[config.mk]
export PLATFORM = sky130hd
export DESIGN_NAME = chip8_ps2_keypad
export DESIGN_NICKNAME = d
export VERILOG_FILES = /design/src/rtl/chip8_ps2_keypad.sv
export SDC_FILE = /design/constraint.sdc
export NUM_CORES = 1
export LEC_CHECK = 0
export ABC_AREA = 1
export ABC_CLOCK_PERIOD_IN_PS = 2200
export BUFFER_PORTS_ARGS = -buffer_cell sky130_fd_sc_hd__buf_4
export CORE_ASPECT_RATIO = 1.1
export CORE_MARGIN = 2
export CORE_UTILIZATION = 41
export DETAILED_ROUTE_END_ITERATION = 8
export GPL_TIMING_DRIVEN = 1
export SLEW_MARGIN = 20
export SYNTH_ARGS = -nofsm -noshare
export SYNTH_HDL_FRONTEND = slang
export SYNTH_SLANG_ARGS = --single-unit
export TNS_END_PERCENT = 20
[constraint.sdc]
create_clock -name clk_sys -period 2.2 [get_ports clk_sys]
set_input_delay 0.11 -clock clk_sys [delete_from_list [all_inputs] [get_ports clk_sys]]
set_output_delay 0.11 -clock clk_sys [all_outputs]
set_load 0.005 [all_outputs]
[src/rtl/chip8_ps2_keypad.sv]
`default_nettype none
// ============================================================================
//  Module      : chip8_ps2_keypad
//  Description : PS/2 keyboard receiver that maps set-2 scancodes onto the
//                16-key CHIP-8 hex keypad and holds the key state.
//  Revision    : 1.0  initial release
// ============================================================================
module chip8_ps2_keypad #(
    parameter int FILTER  = 8,
    parameter int TIMEOUT = 100000
) (
    input  logic        clk_sys,
    input  logic        reset_n,
    input  logic        ps2_clk,
    input  logic        ps2_dat,
    output logic [15:0] keys,
    output logic        any_key,
    output logic        key_event,
    output logic [3:0]  key_code,
    output logic        key_pressed,
    output logic        frame_err
);

    localparam int FW = (FILTER  > 1) ? $clog2(FILTER + 1)  : 1;
    localparam int TW = (TIMEOUT > 1) ? $clog2(TIMEOUT + 1) : 1;
    localparam logic [FW-1:0] FILT_LAST = FW'(FILTER - 1);
    localparam logic [TW-1:0] IDLE_LAST = TW'(TIMEOUT - 1);

    localparam logic [1:0] ST_IDLE  = 2'd0;
    localparam logic [1:0] ST_SHIFT = 2'd1;
    localparam logic [1:0] ST_CHECK = 2'd2;

    logic          clk_s1, clk_s2, dat_s1, dat_s2;
    logic          clk_filt, clk_filt_d;
    logic [FW-1:0] filt_cnt;
    logic          fall;
    logic [1:0]    state, state_next;
    logic [3:0]    bit_cnt;
    logic [TW-1:0] idle_cnt;
    logic [10:0]   frame_sr;
    logic          frame_ok, timeout_hit, byte_accept;
    logic          ext_flag, brk_flag;
    logic [7:0]    rx_byte;
    logic [4:0]    map_res;

    // Set-2 scancode to CHIP-8 key lookup; bit 4 flags a mapped code
    function automatic logic [4:0] map_scan(input logic [7:0] sc);
        case (sc)
            8'h16: map_scan = 5'h11;
            8'h1E: map_scan = 5'h12;
            8'h26: map_scan = 5'h13;
            8'h25: map_scan = 5'h1C;
            8'h15: map_scan = 5'h14;
            8'h1D: map_scan = 5'h15;
            8'h24: map_scan = 5'h16;
            8'h2D: map_scan = 5'h1D;
            8'h1C: map_scan = 5'h17;
            8'h1B: map_scan = 5'h18;
            8'h23: map_scan = 5'h19;
            8'h2B: map_scan = 5'h1E;
            8'h1A: map_scan = 5'h1A;
            8'h22: map_scan = 5'h10;
            8'h21: map_scan = 5'h1B;
            8'h2A: map_scan = 5'h1F;
            default: map_scan = 5'h00;
        endcase
    endfunction

    // Two-flop synchronizers for the asynchronous PS/2 lines (idle high)
    always_ff @(posedge clk_sys) begin
        if (!reset_n) begin
            {clk_s1, clk_s2, dat_s1, dat_s2} <= 4'b1111;
        end else begin
            clk_s1 <= ps2_clk;
            clk_s2 <= clk_s1;
            dat_s1 <= ps2_dat;
            dat_s2 <= dat_s1;
        end
    end

    // Glitch filter: a new ps2_clk level must persist FILTER samples
    always_ff @(posedge clk_sys) begin
        if (!reset_n) begin
            clk_filt   <= 1'b1;
            clk_filt_d <= 1'b1;
            filt_cnt   <= '0;
        end else begin
            clk_filt_d <= clk_filt;
            if (clk_s2 == clk_filt) begin
                filt_cnt <= '0;
            end else if (filt_cnt == FILT_LAST) begin
                clk_filt <= clk_s2;
                filt_cnt <= '0;
            end else begin
                filt_cnt <= filt_cnt + 1'b1;
            end
        end
    end

    assign fall    = clk_filt_d & ~clk_filt;
    assign rx_byte = frame_sr[8:1];
    assign map_res = map_scan(rx_byte);

    // Receiver state register
    always_ff @(posedge clk_sys) begin
        if (!reset_n) state <= ST_IDLE;
        else          state <= state_next;
    end

    // Receiver next-state logic
    always_comb begin
        state_next = state;
        case (state)
            ST_IDLE:  if (fall) state_next = ST_SHIFT;
            ST_SHIFT: begin
                if (fall && bit_cnt == 4'd10) state_next = ST_CHECK;
                else if (timeout_hit)         state_next = ST_IDLE;
            end
            ST_CHECK: state_next = ST_IDLE;
            default:  state_next = ST_IDLE;
        endcase
    end

    // Receiver outputs: framing verdict, timeout and error pulse
    always_comb begin
        frame_ok    = ~frame_sr[0] & frame_sr[10] & (^frame_sr[9:1]);
        timeout_hit = (state == ST_SHIFT) && !fall && (idle_cnt == IDLE_LAST);
        byte_accept = (state == ST_CHECK) && frame_ok;
        frame_err   = ((state == ST_CHECK) && !frame_ok) || timeout_hit;
    end

    // Bit shifter, bit counter and saturating idle counter
    always_ff @(posedge clk_sys) begin
        if (!reset_n) begin
            frame_sr <= '0;
            bit_cnt  <= '0;
            idle_cnt <= '0;
        end else begin
            if (fall && state != ST_CHECK) frame_sr <= {dat_s2, frame_sr[10:1]};

            if (state == ST_IDLE && fall)                          bit_cnt <= 4'd1;
            else if (state == ST_SHIFT && fall)                    bit_cnt <= (bit_cnt == 4'd10) ? 4'd0 : bit_cnt + 4'd1;
            else if (timeout_hit || state == ST_CHECK)             bit_cnt <= 4'd0;

            if (state != ST_SHIFT || fall)  idle_cnt <= '0;
            else if (idle_cnt != IDLE_LAST) idle_cnt <= idle_cnt + 1'b1;
        end
    end

    // Scancode decoder: prefix flags, key map and event outputs
    always_ff @(posedge clk_sys) begin
        if (!reset_n) begin
            keys        <= '0;
            key_event   <= 1'b0;
            key_code    <= '0;
            key_pressed <= 1'b0;
            ext_flag    <= 1'b0;
            brk_flag    <= 1'b0;
        end else begin
            key_event <= 1'b0;
            if (frame_err) begin
                ext_flag <= 1'b0;
                brk_flag <= 1'b0;
            end else if (byte_accept) begin
                if (rx_byte == 8'hE0) begin
                    ext_flag <= 1'b1;
                end else if (rx_byte == 8'hF0) begin
                    brk_flag <= 1'b1;
                end else begin
                    ext_flag <= 1'b0;
                    brk_flag <= 1'b0;
                    if (!ext_flag && map_res[4]) begin
                        keys[map_res[3:0]] <= ~brk_flag;
                        key_code           <= map_res[3:0];
                        key_pressed        <= ~brk_flag;
                        key_event          <= 1'b1;
                    end
                end
            end
        end
    end

    assign any_key = |keys;

endmodule
`default_nettype wire

==> out/results.tsv <==
stage	metric	value	unit
critical_path	timing.reg2reg.worst_path_depth	15	
critical_path	worstPathArrival	1.90	ns
placement	detailedPlacementHpwl	5530	um
floorplan	rows	35	
synthesis	netlist_instances	505	
status	outcome	finished clean	
min_path	min_path_type	in -> reg	
synthesis	asyncSetResetFlopFracSynth	0	%
power_and_ir_drop	p_leak	1.71	nW
route	first_pass_iters	4	
power_and_ir_drop	powerDensity	546	nW/um2
grt	globalRouteMet1Util	20.8	%
sta	layout_worst_path_cycle_share	91.5	%
route	drtAntennaViolNets	0	
synthesis	avgSynthCellArea	7.16	um2
critical_path	timing.critical_path.fanout_max	5	
floorplan	core_area	8500	um2
critical_path	regToRegSetupSlack	0.24	ns
critical_path	r2r_start	frame_sr[7]$_SDFFE_PN0P_	
layout	syn_to_final_growth	14.8	%
synthesis	synth.ff_latch_count	73	
critical_path	timing.critical_path.slowest_cell_delay	0.34	ns
grt	gr-total-overflow	0	
layout	layout_filler_cell_count	882	
min_path	min-delay-start	reset_n	
sta	final-hold-violation-count	0	
route	wl_per_cell	11.6	um
flow_run	maximum_capacitance_violations	0	
synthesis	ys_seq_area_share	40.4	%
power_and_ir_drop	final_total_pwr	2.27	mW
synthesis	syn_nets	523	
synthesis	yosysUniqueCellTypes	39	
route	average_via_count_per_standard_cell	4.95	
cts	tritoncts	built	
placement	io_buffers	27	
cts	cts_buffers	9	
cts	worst_setup_hold_path_clk_slew	0.08	ns
synthesis	synth_flop_cell	sky130_fd_sc_hd__dfxtp_1	
placement	placed_cells_incl_taps	636	
route	vias	3232	
route	drc_violation_count_after_routing	0	
sta	timing.max_slew.rel_slack	58.1	%
grt	grt_first_pass_wirelength	13000	um
cts	cts.root.buffer_cell	sky130_fd_sc_hd__clkbuf_8	
sta	worst_pin_slew	0.628	ns
critical_path	timing.critical_path.mode_cell	sky130_fd_sc_hd__nand2_1	
synthesis	ys.warnings.count	0	
layout	fin_cells	653	
critical_path	worstPathRequired	2.09	ns
sta	setup-tns-final	0	ns
critical_path	path_class	reg -> out	
critical_path	regToRegEndpoint	key_code[1]$_SDFFE_PN0P_	
min_path	whs_endpoint	frame_sr[1]$_SDFFE_PN0P_	
route	dr.first_iter.drc_count	129	
grt	grtUsageMet2	29.2	%
layout	share_of_final_layout_standard_cells_stronger_than_drive_strength_1	16.2	%
cts	ctsHtreeMaxLevel	3	
grt	initial_antenna_violation_count	0	
sta	finalMaxSlewViolations	0	
floorplan	starting_density	42.6	%
grt	grtUsageMet3	2.56	%
placement	finalWeightedCongestion	0.828	
floorplan	fp.dieArea	9590	um2
grt	grt_start_max_net_pins	41	
sta	layout_min_cycle_time	2.01	ns
route	wirelength	7560	um
min_path	worst_hold_path.num_cells	3	
grt	first_global_vias	3019	
sta	grt_setup_unrepaired	no	
floorplan	boundaryPins	28	
critical_path	startpoint_type	flip-flop	
synthesis	synth.cell_area	3620	um2
sta	timing.fmax	0.497	GHz
synthesis	number_of_synthesized_flops_with_an_enable_pin	0	
layout	antenna_cells	0	
critical_path	cp_slowest_cell	sky130_fd_sc_hd__dfxtp_2	
sta	final-setup-viol-count	0	
cts	cts.sinks	73	
cts	clk_latency	0.34	ns
sta	timing.clock.skew	0.0136	ns
floorplan	dieWidth	93.5	um
floorplan	fp.dieH	102	um
layout	nets	557	
power_and_ir_drop	vdd_drop_max	304	uV
critical_path	setup.worst_path.end_class	primary output	
cts	clock_tree.buffer_depth	2	
grt	grt_busiest_layer	met2	
grt	globalRouteTotalUtil	16.7	%
critical_path	path_cells	ha_2, nand2_1, inv_1, nand2_1, nor2_2, nand3_2, inv_2, nand2_1, and2_4, inv_1, buf_4	
-- metrics by stage --
step	setup slack, ns	hold slack (ns)	utilization (%)	area (um2)
2_1_floorplan	0.427	0.217	-	3620
3_3_place_gp	0.283	0.300	46.4	3940
3_5_place_dp	0.238	0.301	46.4	3940
4_1_cts	0.0207	0.0791	48.5	4120
5_1_grt	0.0154	0.0946	48.9	4150
6_report	0.187	0.0907	48.9	4150
-- what timing repair did --
item,4_1_cts,5_1_grt
hold buffers,2,0
setup endpoints to repair,1,1
setup buffers,0,1
resized for setup,1,10
endpoints found under the hold margin,2,0
-- cell type report --
cell class	instances	area, um2	share of cell area [%]
clock inverters	5	33.8	0.813
well taps	111	139	3.34
repair buffers	35	280	6.75
multi-input cells	356	1870	44.9
clock buffers	9	124	2.98
inverters	64	243	5.85
flip-flops and latches	73	1470	35.3
-- logic make-up after synthesis --
kind of cell	after synthesis	synth area share [%]
and+or+nand+nor	260	33.4
xor gates and xnor gates	6	1.45
adders and majority gates	14	4.84
AOI/OAI and AO/OA	76	11.2
buffers and inverters	76	8.62
DFF	73	40.4
-- where the power goes --
group	switching [mW]	total, mW	internal, mW
Combinational	0.0267	0.0434	0.0167
Sequential	0.00136	1.33	1.32
Clock	0.500	0.897	0.397
-- cells in the mapped netlist, types with 2 or more instances --
cell type / n / area, um2
sky130_fd_sc_hd__o211ai_1: 2 / 15.0
sky130_fd_sc_hd__o21ai_0: 25 / 125
sky130_fd_sc_hd__clkbuf_1: 5 / 18.8
sky130_fd_sc_hd__nand3_1: 36 / 180
sky130_fd_sc_hd__nand4_1: 9 / 56.3
sky130_fd_sc_hd__inv_1: 58 / 218
sky130_fd_sc_hd__o21ai_2: 2 / 17.5
sky130_fd_sc_hd__inv_2: 4 / 15.0
sky130_fd_sc_hd__nand2_1: 95 / 357
sky130_fd_sc_hd__ha_1: 14 / 175
sky130_fd_sc_hd__nor2_1: 79 / 297
sky130_fd_sc_hd__nand2_2: 2 / 12.5
sky130_fd_sc_hd__nor3_1: 10 / 50.1
sky130_fd_sc_hd__a21oi_1: 40 / 200
sky130_fd_sc_hd__xor2_1: 5 / 43.8
sky130_fd_sc_hd__nor4_1: 5 / 31.3
sky130_fd_sc_hd__dfxtp_1: 73 / 1460
sky130_fd_sc_hd__o21ai_1: 2 / 10.0
sky130_fd_sc_hd__nor3_4: 5 / 81.3
sky130_fd_sc_hd__o21a_1: 2 / 15.0
sky130_fd_sc_hd__buf_4: 4 / 30.0
sky130_fd_sc_hd__nor2_4: 3 / 33.8
sky130_fd_sc_hd__nor2_2: 4 / 25.0
sky130_fd_sc_hd__or2_2: 6 / 37.5
-- flip-flops by register name (all words and copies together) (netlist names), 2 cells and up, named ones only --
signal	cells
idle_cnt	17
frame_sr	11
state	2
filt_cnt	4
keys	16
bit_cnt	4
key_code	4
-- layout by cell type, fill, tap and decap left out, drive strengths merged, types with 3 or more instances in the layout --
master / Yosys / layout
nor3: 16 / 16
nor2: 86 / 86
or2: 7 / 7
inv: 63 / 64
ha: 14 / 14
clkinv: 1 / 3
nand4: 9 / 9
buf: 7 / 33
dfxtp: 73 / 73
nor4: 5 / 5
o21ai: 29 / 29
nand2: 98 / 98
xor2: 5 / 5
clkbuf: 5 / 9
a21oi: 40 / 40
nand3: 36 / 36
-- metal layers --
layer / share of wire [%] / wire (um) / up-vias
met3: 3.1 / 234 / 6
met4: 0.77 / 58 / 0
met1: 47 / 3550 / 1472
met5: 0 / 0 / -
li1: - / - / 1698
met2: 49 / 3710 / 56
-- how the worst max path moves through the flow --
stage | to | cells past startpoint | startpoint | slack, ns
floorplan | key_pressed$_SDFFE_PN0P_ | 11 | frame_sr[3]$_SDFFE_PN0P_ | 0.43
global placement | key_pressed$_SDFFE_PN0P_ | 15 | frame_sr[7]$_SDFFE_PN0P_ | 0.28
detailed placement | key_pressed$_SDFFE_PN0P_ | 15 | frame_sr[7]$_SDFFE_PN0P_ | 0.24
CTS | frame_err | 11 | idle_cnt[1]$_SDFFE_PP0P_ | 0.02
global route | frame_err | 14 | frame_sr[7]$_SDFFE_PN0P_ | 0.02
finish | frame_err | 11 | idle_cnt[0]$_SDFFE_PP0P_ | 0.19
-- critical path, delay by kind of cell, from the launching register on --
kind                     cells  cell delay [ns]
flip-flops                   1             0.34
adder cells (fa/ha/maj)      1             0.18
buffers and inverters        4             0.34
AND/OR/NAND/NOR              6             0.71
(Power assumes the default switching activity.)
